**src/rtl/gray_pkg.sv**
```systemverilog
// Shared state encoding, luma coefficients and luma helper for the RGB-to-gray reader.
// GRAY_ROUND_EN selects round-to-nearest luma; otherwise the weighted sum is truncated.
package gray_pkg;

    typedef enum logic [2:0] {
        IDLE  = 3'd0,
        GET_R = 3'd1,
        GET_G = 3'd2,
        GET_B = 3'd3,
        CALC  = 3'd4,
        EMIT  = 3'd5,
        FIN   = 3'd6
    } state_e;

    localparam logic [15:0] COEF_R  = 16'd77;
    localparam logic [15:0] COEF_G  = 16'd150;
    localparam logic [15:0] COEF_B  = 16'd29;
    localparam logic [15:0] ROUND_K = 16'd128;

    // Coefficients sum to 256, so the high byte of the 16-bit sum is the luma and never overflows.
    function automatic logic [7:0] luma(input logic [7:0] r, input logic [7:0] g, input logic [7:0] b);
        logic [15:0] sum;
        sum = COEF_R * {8'd0, r} + COEF_G * {8'd0, g} + COEF_B * {8'd0, b};
`ifdef GRAY_ROUND_EN
        sum = sum + ROUND_K;
`endif
        return sum[15:8];
    endfunction

endpackage

```
**src/rtl/gray_byte_fifo.sv**
```systemverilog
// Small first-word-fall-through byte FIFO used as the skid buffer in front of the gray reader.
// Push while full and pop while empty are ignored; simultaneous push and pop keep the count.
module gray_byte_fifo #(
    parameter int DEPTH = 4,
    localparam int AW = $clog2(DEPTH)
) (
    input  logic          clk,
    input  logic          rst_n,
    input  logic          push,
    input  logic          pop,
    input  logic [7:0]    din,
    output logic [7:0]    dout,
    output logic [AW:0]   count,
    output logic          full,
    output logic          empty
);

    logic [7:0]    mem_r [DEPTH];
    logic [AW-1:0] wr_ptr_r;
    logic [AW-1:0] rd_ptr_r;
    logic [AW:0]   count_r;
    logic          do_push_s;
    logic          do_pop_s;

    assign full      = (count_r == (AW+1)'(DEPTH));
    assign empty     = (count_r == '0);
    assign do_push_s = push & ~full;
    assign do_pop_s  = pop & ~empty;
    assign dout      = mem_r[rd_ptr_r];
    assign count     = count_r;

    // Storage array write port.
    always_ff @(posedge clk or negedge rst_n) begin
        if (!rst_n) begin
            for (int i = 0; i < DEPTH; i++) begin
                mem_r[i] <= 8'd0;
            end
        end else if (do_push_s) begin
            mem_r[wr_ptr_r] <= din;
        end
    end

    // Pointers wrap naturally because DEPTH is a power of two.
    always_ff @(posedge clk or negedge rst_n) begin
        if (!rst_n) begin
            wr_ptr_r <= '0;
            rd_ptr_r <= '0;
        end else begin
            if (do_push_s) begin
                wr_ptr_r <= wr_ptr_r + AW'(1);
            end
            if (do_pop_s) begin
                rd_ptr_r <= rd_ptr_r + AW'(1);
            end
        end
    end

    // Occupancy counter.
    always_ff @(posedge clk or negedge rst_n) begin
        if (!rst_n) begin
            count_r <= '0;
        end else begin
            case ({do_push_s, do_pop_s})
                2'b10:   count_r <= count_r + (AW+1)'(1);
                2'b01:   count_r <= count_r - (AW+1)'(1);
                default: count_r <= count_r;
            endcase
        end
    end

endmodule

```
**src/rtl/rgb_gray_reader.sv**
```systemverilog
// Consumes R,G,B bytes from the frame store, throttles it with pause, and emits one luma pixel per triplet.
// Build option GRAY_ROUND_EN (see gray_pkg) switches the luma from truncation to round-to-nearest.
module rgb_gray_reader
    import gray_pkg::*;
#(
    parameter int N            = 5,
    parameter int M            = 5,
    parameter int FIFO_DEPTH   = 4,
    parameter int PAUSE_THRESH = 2
) (
    input  logic       clk,
    input  logic       rst_n,
    input  logic       start,
    input  logic [7:0] pix_in,
    input  logic       pix_valid,
    output logic       pause,
    output logic [7:0] gray_out,
    output logic       gray_valid,
    input  logic       gray_ready,
    output logic       busy,
    output logic       done,
    output logic       ovf_err
);

    localparam int NPIX = N * M;
    localparam int PCW  = $clog2(NPIX + 1);
    localparam int CW   = $clog2(FIFO_DEPTH) + 1;

    state_e         state_r;
    state_e         state_nx;
    logic [7:0]     r_r;
    logic [7:0]     g_r;
    logic [7:0]     b_r;
    logic [7:0]     gray_r;
    logic           gray_valid_r;
    logic           busy_r;
    logic           done_r;
    logic           ovf_r;
    logic [PCW-1:0] pix_cnt_r;
    logic           last_pix_s;
    logic           fifo_push_s;
    logic           fifo_pop_s;
    logic [7:0]     fifo_dout_s;
    logic [CW-1:0]  fifo_count_s;
    logic           fifo_full_s;
    logic           fifo_empty_s;

    // Bytes are accepted in every state, including IDLE and while pause is high.
    assign fifo_push_s = pix_valid & ~fifo_full_s;
    assign last_pix_s  = (pix_cnt_r == PCW'(NPIX - 1));

    gray_byte_fifo #(
        .DEPTH (FIFO_DEPTH)
    ) u_fifo (
        .clk   (clk),
        .rst_n (rst_n),
        .push  (fifo_push_s),
        .pop   (fifo_pop_s),
        .din   (pix_in),
        .dout  (fifo_dout_s),
        .count (fifo_count_s),
        .full  (fifo_full_s),
        .empty (fifo_empty_s)
    );

    // The store reacts one cycle late, so pause must come straight from the registered count.
    assign pause      = (state_r != IDLE) && (fifo_count_s >= CW'(PAUSE_THRESH));
    assign gray_out   = gray_r;
    assign gray_valid = gray_valid_r;
    assign busy       = busy_r;
    assign done       = done_r;
    assign ovf_err    = ovf_r;

    // State register.
    always_ff @(posedge clk or negedge rst_n) begin
        if (!rst_n) begin
            state_r <= IDLE;
        end else begin
            state_r <= state_nx;
        end
    end

    // Next-state and FIFO pop decode.
    always_comb begin
        state_nx   = state_r;
        fifo_pop_s = 1'b0;
        case (state_r)
            IDLE: begin
                if (start) state_nx = GET_R;
                else       state_nx = IDLE;
            end
            GET_R: begin
                if (!fifo_empty_s) begin
                    fifo_pop_s = 1'b1;
                    state_nx   = GET_G;
                end else begin
                    state_nx   = GET_R;
                end
            end
            GET_G: begin
                if (!fifo_empty_s) begin
                    fifo_pop_s = 1'b1;
                    state_nx   = GET_B;
                end else begin
                    state_nx   = GET_G;
                end
            end
            GET_B: begin
                if (!fifo_empty_s) begin
                    fifo_pop_s = 1'b1;
                    state_nx   = CALC;
                end else begin
                    state_nx   = GET_B;
                end
            end
            CALC: state_nx = EMIT;
            EMIT: begin
                if (gray_ready) state_nx = last_pix_s ? FIN : GET_R;
                else            state_nx = EMIT;
            end
            FIN:     state_nx = IDLE;
            default: state_nx = IDLE;
        endcase
    end

    // Colour capture, luma computation, output handshake and pixel counting.
    always_ff @(posedge clk or negedge rst_n) begin
        if (!rst_n) begin
            r_r          <= 8'd0;
            g_r          <= 8'd0;
            b_r          <= 8'd0;
            gray_r       <= 8'd0;
            gray_valid_r <= 1'b0;
            pix_cnt_r    <= '0;
        end else begin
            case (state_r)
                IDLE: begin
                    if (start) pix_cnt_r <= '0;
                end
                GET_R: begin
                    if (fifo_pop_s) r_r <= fifo_dout_s;
                end
                GET_G: begin
                    if (fifo_pop_s) g_r <= fifo_dout_s;
                end
                GET_B: begin
                    if (fifo_pop_s) b_r <= fifo_dout_s;
                end
                CALC: begin
                    gray_r       <= luma(r_r, g_r, b_r);
                    gray_valid_r <= 1'b1;
                end
                EMIT: begin
                    if (gray_ready) begin
                        gray_valid_r <= 1'b0;
                        pix_cnt_r    <= pix_cnt_r + PCW'(1);
                    end
                end
                FIN:     pix_cnt_r <= '0;
                default: pix_cnt_r <= pix_cnt_r;
            endcase
        end
    end

    // Status flags; a dropped byte wins over a simultaneous clearing start.
    always_ff @(posedge clk or negedge rst_n) begin
        if (!rst_n) begin
            busy_r <= 1'b0;
            done_r <= 1'b0;
            ovf_r  <= 1'b0;
        end else begin
            busy_r <= (state_nx != IDLE);
            done_r <= (state_nx == FIN);
            if (pix_valid && fifo_full_s) begin
                ovf_r <= 1'b1;
            end else if ((state_r == IDLE) && start) begin
                ovf_r <= 1'b0;
            end
        end
    end

endmodule

```
**config.mk**
```make
export PLATFORM = sky130hd
export DESIGN_NAME = rgb_gray_reader
export DESIGN_NICKNAME = d
export VERILOG_FILES = /design/src/rtl/gray_pkg.sv /design/src/rtl/gray_byte_fifo.sv /design/src/rtl/rgb_gray_reader.sv
export SDC_FILE = /design/constraint.sdc
export NUM_CORES = 1
export LEC_CHECK = 0
export BUFFER_PORTS_ARGS = -buffer_cell sky130_fd_sc_hd__buf_2
export CORE_UTILIZATION = 44
export DETAILED_ROUTE_END_ITERATION = 16
export HOLD_SLACK_MARGIN = 0.02
export PLACE_DENSITY = 0.58
export SETUP_SLACK_MARGIN = 0.15
export SYNTH_ARGS = -nofsm -noshare
export SYNTH_HDL_FRONTEND = slang
export SYNTH_SLANG_ARGS = --single-unit
```
**constraint.sdc**
```tcl
create_clock -name clk -period 12.7 [get_ports clk]
set_input_delay 2.54 -clock clk [delete_from_list [all_inputs] [get_ports clk]]
set_output_delay 2.54 -clock clk [all_outputs]
set_load 0.01 [all_outputs]
```
==> flow_summary.json, run 1 <==
{
  "grt-ovfl-total": 0,
  "fmax_ghz": 0.154,
  "hold_class": "flop to flop",
  "rows": 44,
  "path_class": "flop to flop",
  "synth_top_area_cell": "dfrtp_1",
  "worst-endpoint-required_ns": 12.98,
  "dr.first_iter.drc_count": 199,
  "dr.pass1.iters": 4,
  "ys.flop_type": "dfrtp_1",
  "async_reset_ff_share_pct": 100,
  "ys_top_cells_by_area": "dfrtp_1 31%, ha_1 17%, fa_1 17%",
  "synth.most_common_cell": "inv_1",
  "critPathMaxFanout": 5,
  "routed_wl_um": 12400,
  "synthCells": 599,
  "post-route-worst-setup-slack_ns": 6.21,
  "rr_worst_depth": 20,
  "ys_types": 61,
  "grt_pass1_vias": 4376,
  "syn_area_per_cell_um2": 11.3,
  "post_cts_resized": 0,
  "synth_common_cells": "103 x inv_1, 91 x ha_1, 83 x dfrtp_1, 56 x fa_1, 51 x mux2_2",
  "finalSetupViolCount": 0,
  "cap_viol_max_count": 0,
  "dieArea_mm2": 0.0158,
  "drtAntennaViolNets": 0,
  "startpoint_type": "flop",
  "clkSinkCount": 83,
  "coreArea_mm2": 0.0148,
  "grt_usage_pct": 17.5,
  "diodes": 0,
  "synth_nets": 759,
  "synth_edf_count": 0,
  "gp_congestion": 0.862,
  "reg2reg_from": "g_r[4]",
  "seq_area_frac_synth_pct": 30.8,
  "status": "completed",
  "cts-buffers-inserted": 9,
  "crit_path_frequent_cell": "fa_1",
  "post-place-ws_ns": 6.22,
  "r2r-end": "gray_out[7]",
  "period_minus_slack_ns": 6.49,
  "relSlewSlack_pct": 36.3,
  "vias": 4201,
  "initial_core_util_pct": 45.7,
  "io_pins": 26,
  "crit_path_top_delay_cell": "fa_1",
  "cts_tree": "built",
  "cts.path.max_buffers": 2,
  "timing_hold_violations_final": 0,
  "fin_nets": 787,
  "antenna_found_initial": 0,
  "cts-root-buf": "clkbuf_16",
  "muxShareOfSynthArea_pct": 11.6,
  "synth_top_family_by_area": "adder cells",
  "post_cts_buffers": 0,
  "slowest_delay_ns": 0.52,
  "min_period_over_period_pct": 51.1,
  "rsz0062_at_grt": "false",
  "dieWidth_um": 126,
  "grt_max_degree": 76,
  "cts_max_level": 3,
  "vias_per_cell": 5.15,
  "slew_viol_final": 0,
  "synth-simple-area-share_pct": 7.22,
  "clk_latency_ns": 0.35,
  "holdWs_ns": 0.468,
  "synthAdderAreaFrac_pct": 33.5,
  "holdPathEnd": "gray_out[1]",
  "hold_depth": 2,
  "syn2layout_area_growth_pct": 8.70,
  "worst_hold_startpoint": "gray_out[1]",
  "worstPathCellList": "ha_1 > ha_1 > inv_1 > fa_1 > fa_1 > inv_1 > ha_1 > xnor2_1 > fa_1 > fa_1 > inv_1 > fa_1 > inv_1 > fa_1 > ha_1 > a21o_1 > a22o_2 > mux2i_1 > or4_1 > nand3_1",
  "fin_skew_ns": 0.0148,
  "clkTransAtPathRegs_ns": 0.07,
  "drc": 0,
  "hpwlAfterDp_um": 9940,
  "worst_pin_slew_ns": 0.956,
  "wl_per_cell_um": 15.2,
  "synth-compound-area-share_pct": 7.42,
  "io_buffer_count": 25,
  "fin_tns_setup_ns": 0,
  "drive_gt1_share_pct": 18.4,
  "worst_setup_path_end_kind": "flop",
  "synth-seq-cells": 83,
  "syn_area_mm2": 0.00675,
  "crit_arrival_ns": 6.77,
  "synth-xor-area-share_pct": 2.86,
  "post-route-util_pct": 49.7,
  "grt_pass1_wl_um": 21700,
  "hold_buffers": 0,
  "ff2ff_setup_slack_ns": 6.21,
  "die_h_um": 126,
  "synthDominantCellAreaShare_pct": 30.8,
  "synth_warnings": 0
}
-- registers in the layout, indices dropped and copies added (netlist names), 2 cells and up --
signal	count
u_fifo.mem_r	32
b_r	8
g_r	8
gray_out	8
r_r	8
pix_cnt_r	5
state_r	3
u_fifo.count	3
u_fifo.rd_ptr_r	2
u_fifo.wr_ptr_r	2
-- worst max-delay path, delay by kind of cell, from the launching register on --
| kind | cells | cell delay (ns) |
|---|---|---|
| adder cells (fa/ha/maj) | 10 | 4.25 |
| AND/OR/NAND/NOR | 2 | 0.61 |
| AO/OA/AOI/OAI | 2 | 0.51 |
| flip-flops | 1 | 0.45 |
| XOR/XNOR | 1 | 0.27 |
| buffers and inverters | 4 | 0.19 |
| multiplexers | 1 | 0.15 |
-- per-layer routing --
metal / GRT usage, % / share of wire, % / vias up
met5: 0 / 0 / -
met4: 5.24 / 1.5 / 0
met3: 3.70 / 2.3 / 14
met2: 28.5 / 47 / 46
met1: 23.4 / 49 / 2063
li1: - / - / 2078
-- through the flow --
stage | cells | cell area, um^2
2_1_floorplan | 599 | 6750
3_3_place_gp | 800 | 7050
3_5_place_dp | 800 | 7050
4_1_cts | 816 | 7330
5_1_grt | 816 | 7330
6_report | 816 | 7330
-- cells in the final DEF, fill, tap and decap left out, types with 10 or more instances in the layout --
cell,Yosys,layout
inv_1,103,103
xor2_1,12,12
a21oi_1,14,14
buf_2,2,24
xnor2_1,10,10
fa_1,56,56
nand3_1,10,10
mux2_2,51,51
nor2_1,22,22
ha_1,91,91
nand2_1,36,36
dfrtp_1,83,83
o21ai_0,23,23
-- worst max path at each step --
stage            from           to  slack (ns)  cells past startpoint
6_report       g_r[4]  gray_out[7]        6.21                     20
3_5_place_dp   g_r[4]  gray_out[7]        6.22                     20
2_1_floorplan  g_r[4]  gray_out[7]        6.57                     20
5_1_grt        g_r[4]  gray_out[7]        6.00                     20
3_3_place_gp   g_r[4]  gray_out[7]        6.35                     20
4_1_cts        g_r[4]  gray_out[7]        6.19                     20
-- cells by family after synthesis --
group	after synthesis
mux	62
buf+inv	112
flops	83
xor+xnor	22
fa+ha+maj	147
simple gates	98
compound gates	75
-- cell type report --
type	instances	area, um^2
fillers	1326	7420
multi-input cells	404	4220
flip-flops and latches	83	2080
inverters	103	387
clock buffers	11	243
well taps	184	230
repair buffers	26	135
clock inverters	5	36.3
Power of run 1 is not shown: default switching activity piles up to over one toggle a cycle in this logic, so the estimate is an artifact.
==> run 2: changes to the inputs <==
Settings changed: ABC_AREA from default to 1.
Clock period 12.7 ns to 6.3 ns, I/O delays scaled along.
==> run 2 against run 1 <==
Effect of this change: non-clock buffer count rose by 4; via count rose by 21%; design area rose by 5.9%; synthesized cell count rose by 32%; utilization rose by 0.61 points; fmax rose by 11%; largest cell class unchanged; register-to-register slack got worse by 5.8 ns; sequential share of layout area fell by 1.5 points.
==> flow_summary.json, run 2 <==
{
  "dr.pass1.iters": 5,
  "drc": 0,
  "period_minus_slack_ns": 5.87,
  "cts_tree": "built",
  "clkSinkCount": 83,
  "finalSetupViolCount": 0,
  "top_register": "u_fifo.mem_r",
  "ys_top_cells_by_area": "dfrtp_1 29%, ha_1 16%, fa_1 16%",
  "synth_nets": 953,
  "vias_per_cell": 4.91,
  "synth_warnings": 0,
  "worst_setup_path_end_kind": "flop",
  "io_pins": 26,
  "syn2layout_area_growth_pct": 9.73,
  "drive_gt1_share_pct": 12.7,
  "dr.first_iter.drc_count": 141,
  "fin_tns_setup_ns": 0,
  "cap_viol_max_count": 0,
  "ys.flop_type": "dfrtp_1",
  "path_class": "flop to flop",
  "cts-buffers-inserted": 9,
  "initial_core_util_pct": 45.8,
  "layout_commonest_cell": "nand2_1",
  "hpwlAfterDp_um": 11400,
  "die_h_um": 129,
  "cts-root-buf": "clkbuf_16",
  "synth_top_area_cell": "dfrtp_1",
  "clk_latency_ns": 0.35,
  "cts_max_level": 3,
  "synth-seq-cells": 83,
  "crit_arrival_ns": 6.11,
  "synth_edf_count": 0,
  "relSlewSlack_pct": 37.8,
  "fin_nets": 982,
  "grt_max_degree": 76,
  "post-route-util_pct": 50.3,
  "worst-endpoint-required_ns": 6.54,
  "dieWidth_um": 129,
  "grt_pass1_vias": 5202,
  "routed_wl_um": 14300,
  "syn_area_mm2": 0.00707,
  "startpoint_type": "flop",
  "hold_class": "flop to flop",
  "min_period_over_period_pct": 93.2,
  "status": "completed",
  "wl_per_cell_um": 13.8,
  "vias": 5094,
  "synthDominantCellAreaShare_pct": 29.4,
  "fmax_ghz": 0.170,
  "layout.cells.most_common_list": "156 x nand2_1, 135 x inv_1, 87 x ha_1",
  "slew_viol_final": 0,
  "clkTransAtPathRegs_ns": 0.07,
  "syn_area_per_cell_um2": 8.92,
  "drtAntennaViolNets": 0,
  "grt_usage_pct": 19.3,
  "antenna_found_initial": 0,
  "dieArea_mm2": 0.0166,
  "synth.most_common_cell": "nand2_1",
  "synth_common_cells": "156 x nand2_1, 135 x inv_1, 91 x ha_1, 83 x dfrtp_1, 56 x fa_1",
  "worst_pin_slew_ns": 0.933,
  "coreArea_mm2": 0.0154,
  "critPathMaxFanout": 6,
  "cts.path.max_buffers": 2,
  "largest_register_ffs": 32,
  "ys_types": 39,
  "timing_hold_violations_final": 0,
  "seq_area_frac_synth_pct": 29.4,
  "rows": 45,
  "grt-ovfl-total": 0,
  "rsz0062_at_grt": "false",
  "fin_skew_ns": 0.00963,
  "gp_congestion": 0.895,
  "async_reset_ff_share_pct": 100,
  "io_buffer_count": 25,
  "synthCells": 793,
  "diodes": 0,
  "grt_pass1_wl_um": 25000
}
run 2: cell count changes in the layout (fill, tap and decap cells not counted), sizes merged, moves of 6 or more:
cell and change:
nor2 +31, nand2 +130, a21oi +11, o21ai +41, mux2 -40, inv +45
mux4 -8, o22ai +6, nand3 +23
run 2: final timing paths:
path | cells after the start | slack, ns | from | end
worst max-delay path | 24 | 0.43 | g_r[3] | gray_out[6]
worst max register to register | 24 | 0.43 | g_r[3] | gray_out[6]
min in group asynchronous | 1 | 0.73 | rst_n | gray_out[7]
worst min register to register | 2 | 0.47 | gray_out[5] | gray_out[5]
worst min-delay path | 2 | 0.47 | gray_out[5] | gray_out[5]
max in group asynchronous | 2 | 4.39 | rst_n | g_r[3]
run 2: layout make-up:
type	instances	area, um^2
inverters	147	554
repair buffers	30	165
flip-flops and latches	83	2080
clock inverters	5	67.6
well taps	211	264
fillers	1507	7670
multi-input cells	551	4380
clock buffers	11	253
run 2: cells by family (layout without fill, tap and decap cells):
logic type                 count (synthesis)  count (layout)  share of synthesized area [%]
xor gates and xnor gates                  16              16                           1.98
AOI/OAI and AO/OA                        110             110                           8.44
muxes                                     11              11                           2.28
buffers and inverters                    159             193                           9.43
DFF                                       83              83                           29.4
and+or+nand+nor                          267             267                           16.6
adders and majority gates                147             147                           31.9
run 2: through the flow:
stage               instances  area (um^2)  setup WS [ns]  hold slack (ns)
finish                   1038         7760          0.429            0.472
global route             1038         7760          0.154            0.491
CTS                      1035         7690          0.255            0.478
detailed placement       1019         7370          0.269            0.460
global placement         1019         7370          0.381            0.456
floorplan                 793         7070          0.620            0.448
run 2: critical path, stage by stage, from the launching register on:
cell,delay [ns]
dfrtp_2,0.46
ha_1,0.31
ha_1,0.28
ha_1,0.28
inv_1,0.05
fa_1,0.49
inv_1,0.04
ha_2,0.32
a21oi_2,0.16
nand2_1,0.09
xor2_1,0.17
fa_1,0.47
fa_1,0.52
inv_1,0.05
fa_1,0.47
inv_1,0.05
fa_1,0.47
ha_1,0.34
nand2_1,0.12
o21ai_0,0.26
a21oi_1,0.13
nand2_1,0.08
nand2_1,0.05
nand3_1,0.06
nand2_1,0.05
run 2: metal layers:
layer / track usage [%] / share of wire, % / up-vias / routed length, um
met5: 0 / 0 / - / 0
met4: 5.12 / 0.94 / 0 / 135
met3: 2.49 / 2.8 / 12 / 398
met2: 33.5 / 49 / 87 / 7060
met1: 25.4 / 47 / 2419 / 6750
li1: - / - / 2576 / -
run 2: timing repair:
action / in CTS / in global routing
endpoints found under the setup margin: 0 / 6
buffers inserted: 0 / 3
hold buffers: 0 / 0
gates resized for setup: 0 / 12
Power of run 2 is left out for the same reason.
